==> config.mk <==
export PLATFORM = sky130hd
export DESIGN_NAME = aes_key_sched_ctrl_flat
export DESIGN_NICKNAME = d
export VERILOG_FILES = /design/src/rtl/aes_pkg.sv /design/src/rtl/aes_key_sched_ctrl_if.sv /design/src/rtl/aes_rcon_gen.sv /design/src/rtl/aes_key_sched_ctrl.sv /design/src/flat_wrapper.sv
export SDC_FILE = /design/constraint.sdc
export NUM_CORES = 2
export LEC_CHECK = 0
export ABC_AREA = 1
export BUFFER_PORTS_ARGS = -buffer_cell sky130_fd_sc_hd__buf_2
export CAP_MARGIN = 10
export CORE_UTILIZATION = 35
export CTS_CLUSTER_SIZE = 25
export DETAILED_ROUTE_END_ITERATION = 8
export PLACE_DENSITY = 0.6
export SYNTH_ARGS = -nofsm -noshare
export SYNTH_HDL_FRONTEND = slang
export SYNTH_HIERARCHICAL = 1
export SYNTH_SLANG_ARGS = --single-unit
==> constraint.sdc <==
create_clock -name clk -period 1.7 [get_ports clk]
set_input_delay 0.085 -clock clk [delete_from_list [all_inputs] [get_ports clk]]
set_output_delay 0.085 -clock clk [all_outputs]
set_load 0.05 [all_outputs]
==> src/rtl/aes_pkg.sv <==
// Shared AES-128 key-schedule types, constants and rcon helper.
// Imported by the key sequencer, its key_gen interface and rcon generator.
package aes_pkg;
  typedef logic [127:0] aes_128;
  typedef logic [7:0]   aes_byte;

  localparam int      AES_NR    = 10;
  localparam aes_byte RCON_INIT = 8'h01;

  typedef enum logic [1:0] {
    KS_IDLE,
    KS_RUN,
    KS_HOLD
  } ks_state_e;

  function automatic aes_byte xtime(input aes_byte b);
    return {b[6:0], 1'b0} ^ (b[7] ? 8'h1b : 8'h00);
  endfunction
endpackage

==> src/rtl/aes_key_sched_ctrl_if.sv <==
// Link between the key-schedule sequencer and aes_key_gen.
// master = sequencer side, slave = key_gen side.
interface aes_key_sched_ctrl_if;
  import aes_pkg::*;

  logic    en;
  logic    gen_key;
  logic    next_rnd;
  aes_byte rcon;
  aes_128  key;
  aes_128  key_res;

  modport master (
    output en, gen_key, next_rnd, rcon, key,
    input  key_res
  );

  modport slave (
    input  en, gen_key, next_rnd, rcon, key,
    output key_res
  );
endinterface

==> src/rtl/aes_rcon_gen.sv <==
// Registered AES round constant with load/advance controls.
// Kept separate so the decryption schedule can reuse it.
module aes_rcon_gen
  import aes_pkg::*;
(
  input  logic    clk,
  input  logic    nrst,
  input  logic    load_i,
  input  logic    adv_i,
  output aes_byte rcon_o
);
  aes_byte rcon_q;
  aes_byte rcon_d;

  always_comb begin
    rcon_d = rcon_q;
    unique case (1'b1)
      load_i:  rcon_d = RCON_INIT;
      adv_i:   rcon_d = xtime(rcon_q);
      default: rcon_d = rcon_q;
    endcase
  end

  always_ff @(posedge clk) begin
    if (!nrst) begin
      rcon_q <= '0;
    end else begin
      rcon_q <= rcon_d;
    end
  end

  assign rcon_o = rcon_q;
endmodule

==> src/rtl/aes_key_sched_ctrl.sv <==
// AES-128 key-expansion sequencer and round-key bank.
// Steps aes_key_gen through NR rounds and serves keys on a registered port.
module aes_key_sched_ctrl
  import aes_pkg::*;
#(
  parameter int NR     = AES_NR,
  parameter int KG_LAT = 2
) (
  input  logic       clk,
  input  logic       nrst,
  input  logic       start_i,
  input  aes_128     key_i,
  output logic       busy_o,
  output logic       done_o,
  output logic       keys_valid_o,
  aes_key_sched_ctrl_if.master kg,
  input  logic [3:0] rd_idx_i,
  output aes_128     rd_key_o
);
  localparam int RW = $clog2(NR + 1);
  localparam int CW = (KG_LAT > 1) ? $clog2(KG_LAT) : 1;
  localparam logic [RW-1:0] R_LAST = RW'(NR);
  localparam logic [CW-1:0] C_LAST = CW'(KG_LAT - 1);
  localparam logic [3:0]    RD_MAX = 4'(NR);

  ks_state_e     state_q;
  logic [RW-1:0] r_q;
  logic [CW-1:0] cnt_q;
  logic          busy_q;
  logic          done_q;
  logic          kv_q;
  logic          en_q;
  logic          gen_q;
  logic          nxt_q;
  aes_128        mkey_q;
  aes_128        rd_q;
  aes_128        bank_q [NR+1];

  logic          accept;
  logic          hold;
  logic          last;
  logic          wr_en;
  logic [RW-1:0] wr_idx;
  aes_128        wr_data;
  aes_byte       rcon;

  assign accept = (state_q == KS_IDLE) && start_i;
  assign hold   = (state_q == KS_HOLD);
  assign last   = (r_q == R_LAST);

  aes_rcon_gen u_rcon (
    .clk    (clk),
    .nrst   (nrst),
    .load_i (accept),
    .adv_i  (hold && !last),
    .rcon_o (rcon)
  );

  always_ff @(posedge clk) begin
    if (!nrst) begin
      state_q <= KS_IDLE;
      r_q     <= '0;
      cnt_q   <= '0;
      busy_q  <= 1'b0;
      done_q  <= 1'b0;
      kv_q    <= 1'b0;
      en_q    <= 1'b0;
      gen_q   <= 1'b0;
      nxt_q   <= 1'b0;
      mkey_q  <= '0;
    end else begin
      done_q <= 1'b0;
      unique case (state_q)
        KS_IDLE: begin
          if (start_i) begin
            state_q <= KS_RUN;
            mkey_q  <= key_i;
            r_q     <= RW'(1);
            cnt_q   <= '0;
            busy_q  <= 1'b1;
            kv_q    <= 1'b0;
            en_q    <= 1'b1;
            gen_q   <= 1'b1;
            nxt_q   <= 1'b0;
          end
        end
        KS_RUN: begin
          if (cnt_q == C_LAST) begin
            state_q <= KS_HOLD;
            en_q    <= 1'b0;
          end else begin
            cnt_q <= cnt_q + 1'b1;
          end
        end
        KS_HOLD: begin
          if (last) begin
            state_q <= KS_IDLE;
            done_q  <= 1'b1;
            kv_q    <= 1'b1;
            busy_q  <= 1'b0;
            gen_q   <= 1'b0;
            nxt_q   <= 1'b0;
          end else begin
            state_q <= KS_RUN;
            r_q     <= r_q + 1'b1;
            cnt_q   <= '0;
            en_q    <= 1'b1;
            nxt_q   <= 1'b1;
          end
        end
        default: state_q <= KS_IDLE;
      endcase
    end
  end

  // Single bank write port: master key on start, key_gen result in HOLD.
  always_comb begin
    wr_en   = accept || hold;
    wr_idx  = accept ? '0 : r_q;
    wr_data = accept ? key_i : kg.key_res;
  end

  always_ff @(posedge clk) begin
    if (!nrst) begin
      bank_q <= '{default: '0};
      rd_q   <= '0;
    end else begin
      if (wr_en) begin
        bank_q[wr_idx] <= wr_data;
      end
      rd_q <= (rd_idx_i <= RD_MAX) ? bank_q[rd_idx_i] : '0;
    end
  end

  assign busy_o       = busy_q;
  assign done_o       = done_q;
  assign keys_valid_o = kv_q;
  assign rd_key_o     = rd_q;
  assign kg.en        = en_q;
  assign kg.gen_key   = gen_q;
  assign kg.next_rnd  = nxt_q;
  assign kg.rcon      = rcon;
  assign kg.key       = mkey_q;
endmodule

==> src/flat_wrapper.sv <==
// flat-port wrapper written by rule: the top's interface ports become plain ports
module aes_key_sched_ctrl_flat import aes_pkg::*;
#(
  parameter int NR     = AES_NR,
  parameter int KG_LAT = 2
)
  (clk, nrst, start_i, key_i, busy_o, done_o, keys_valid_o, rd_idx_i, rd_key_o, kg_en, kg_gen_key, kg_next_rnd, kg_rcon, kg_key, kg_key_res);
  aes_key_sched_ctrl_if kg_i ();
  input  logic clk;
  input  logic nrst;
  input  logic start_i;
  input  aes_128 key_i;
  output logic busy_o;
  output logic done_o;
  output logic keys_valid_o;
  input  logic [3:0] rd_idx_i;
  output aes_128 rd_key_o;
  output wire logic [$bits(kg_i.en)-1:0] kg_en;
  output wire logic [$bits(kg_i.gen_key)-1:0] kg_gen_key;
  output wire logic [$bits(kg_i.next_rnd)-1:0] kg_next_rnd;
  output wire logic [$bits(kg_i.rcon)-1:0] kg_rcon;
  output wire logic [$bits(kg_i.key)-1:0] kg_key;
  input wire logic [$bits(kg_i.key_res)-1:0] kg_key_res;
  assign kg_en = kg_i.en;
  assign kg_gen_key = kg_i.gen_key;
  assign kg_next_rnd = kg_i.next_rnd;
  assign kg_rcon = kg_i.rcon;
  assign kg_key = kg_i.key;
  assign kg_i.key_res = kg_key_res;
  aes_key_sched_ctrl #(.NR(NR), .KG_LAT(KG_LAT)) u_core (.clk(clk), .nrst(nrst), .start_i(start_i), .key_i(key_i), .busy_o(busy_o), .done_o(done_o), .keys_valid_o(keys_valid_o), .kg(kg_i), .rd_idx_i(rd_idx_i), .rd_key_o(rd_key_o));
endmodule
==> summary.txt <==
status: complete, but fails checks
failing checks: negative setup slack
GRT Residual Overflow: 0
Worst setup EP type: register
Tot Pwr: 97.4 mW
sw power: 27.3 mW
CTS tree: done
P_int: 70.0 mW
initial antenna violation count: 6
Die ar.: 223000 um2
GP Congestion: 0.808
kind of critical path: register to register
clk buf depth: 3
IO Port Bufs: 532
first-pass GRT wire length: 419000 um
root buf cell: clkbuf_16
worst skew pair latency: 0.85 ns
Unique masters post-synth: 27
Sink Count: 1684
CP cell instances: inv_2 -> buf_6 -> nor2_4 -> inv_2 -> nand2_4 -> nand2_4 -> buf_6 -> nor2_4 -> buf_12 -> clkbuf_16 -> buf_12 -> nand2_1 -> nand2_1 -> nor2_1
drt via density: 4.79
clock network power share: 0.422
RSZ-0062 raised after global routing: true
area grow syn2layout: 30.8%
Worst setup SP type: register
Final Max Tran Viols: 0
CTS H-tree lvls: 4
dpl hpwl: 170000 um
Post-Route WL: 270000 um
DRT antenna net count: 0
CP max-delay cell: dfxtp_2
vias in the first global route: 73100
DRC violations left: 0
Worst path max stage delay: 0.34 ns
initial drt markers: 5818
Synth top area share: 0.435
switch share: 0.281
Die Width: 472 um
non-filler cells, final: 16300
Synth Cell Area: 77500 um2
Mapped Cells: 12100
Seq/Total Area, Yosys: 0.435
Synth Register Bits: 1684
Mapped Nets: 12400
syn_area_per_cell: 6.39 um2
Worst VDD drop: 0.000971 V
dpl ws: -0.248 ns
Arr. time, crit path: 2.68 ns
initial cell density of the core: 0.353
chip height: 472 um
Fin Clk Skew: 0.0287 ns
commonest non-fill, non-tap cell in the layout: nand2_1
GRT Total Usage: 0.234
via count: 78000
LEAKAGE: 44.4 nW
WP data required: 2.43 ns
commonest non-fill, non-tap cells in the layout: nand2_1, nor2_1, dfxtp_1
largest net degree at the start of global routing: 121
router iterations before antenna repair: 6
hold path cells: 4
Synthesis Warnings: 6
HP Class: input port to register
wire per inst: 16.6 um
io pins: 533
# rows: 172
top post-synthesis cells by area: dfxtp_1, nand2_1, nor2_1
Final Hold Vio Count: 0
total CTS buffers: 192
Final nets: 13500
CTS clk-pin slew, worst paths: 0.06 ns
worst slew pin tran: 0.586 ns
Gate power share: 0.158
max_slew headroom: 0.609
Finished Cell Area: 101000 um2
final worst slack: -0.248 ns
fin crit share: 1.15
placed insts: 15600
Worst R2R Path Depth: 14
DP Area: 90900 um2
Max Cap Violations: 0
Layout Utilization: 0.461
final setup violation count: 1391
Core Footprint: 220000 um2
worst-path maximum fanout: 8
Max Fclk: 513 MHz
share of layout cells above drive strength 1: 0.148
PD cells: 961 nW/um2
Reg power frac: 0.420
fin crit period: 1.95 ns
Yosys top cell by area: dfxtp_1
metal layers:
layer  global-route usage  vias to the layer above  wire, um
li1                     -                    39700         -
met1                0.305                    35800    121000
met2                0.396                     2120    127000
met3               0.0326                      408     15300
met4               0.0715                        2      7840
met5                    0                        -         9
timing repair:
action,CTS,global route
setup buffers,10,10
setup endpoints to repair,1342,1419
cloned,8,14
pin swaps,1,6
hold endpoints to repair,1661,0
gates resized for setup,48,103
hold buffers,295,0
stage by stage:
step                hold WS (ns)  setup TNS (ns)
finish                    0.0649         -168.59
global route              0.0697         -327.70
CTS                     0.000138         -100.50
detailed placement         0.379          -94.70
global placement           0.376          -69.27
floorplan                  0.208               0
path summary, 6_finish.rpt:
path                            slack [ns]               from                   to
worst max-delay path                 -0.25  u_core/state_q[1]  u_core/bank_q[1197]
worst min-delay path                  0.06          key_i[68]    u_core/kg.key[68]
worst max register to register       -0.25  u_core/state_q[1]  u_core/bank_q[1197]
worst min register to register        0.46  u_core/kg.key[77]    u_core/kg.key[77]
flip-flops by register name, indices dropped and copies added, names as in the netlist:
name and count:
u_core/cnt_q 1, u_core/kg.next_rnd 1, u_core/kg.en 1, u_core/kg.key 128, u_core/r_q 4, u_core/keys_valid_o 1, u_core/state_q 2, u_core/u_rcon/rcon_o 8
u_core/rd_key_o 128, u_core/bank_q 1408, u_core/done_o 1, u_core/kg.gen_key 1
power groups by stage:
| stage | Clock [mW] | Sequential, mW | Combinational [mW] |
|---|---|---|---|
| 3_3_place_gp | 0 | 41.8 | 14.4 |
| 5_1_grt | 43.6 | 41.0 | 16.7 |
| 4_1_cts | 42.0 | 40.9 | 15.0 |
| 2_1_floorplan | 0 | 43.0 | 6.29 |
| 3_5_place_dp | 0 | 41.8 | 14.4 |
| 6_report | 41.1 | 40.9 | 15.4 |
layout make-up:
type | instances | area, um2
flip-flops and latches | 1684 | 33700
well taps | 2958 | 3700
diodes | 3 | 7.51
fillers | 22400 | 118000
multi-input cells | 8272 | 35800
repair buffers | 1780 | 17200
inverters | 1264 | 4800
clock buffers | 282 | 5510
clock inverters | 52 | 608
cell usage after synthesis:
cell      count
nand3_2       2
ha_1          2
inv_2         5
nand3_1     541
o21ai_1      10
nor3_1        2
nand2_1    3470
clkbuf_1    662
clkinv_1      2
nor2_2        2
buf_2       167
o22ai_1     129
o21ai_2     128
nand4_1       3
buf_4         1
buf_6         1
a31oi_1       1
inv_1      1257
nor2_1     2155
o21ai_0     764
o211ai_1    110
buf_1        62
nand3b_1     40
dfxtp_1    1684
nor2_8        1
a31o_2        1
a21oi_1     911
logic make-up after synthesis:
| group | after synthesis | share of synthesized area |
|---|---|---|
| adders and majority gates | 2 | 0.000323 |
| and+or+nand+nor | 6216 | 0.312 |
| buffers and inverters | 2157 | 0.107 |
| AOI/OAI and AO/OA | 2054 | 0.145 |
| DFF | 1684 | 0.435 |
critical path: cells and delay by family, from the launching register on:
family	cells	cell delay [ns]
buffers and inverters	7	0.85
AND/OR/NAND/NOR	7	0.63
flip-flops	1	0.34
(Power assumes the default switching activity.)
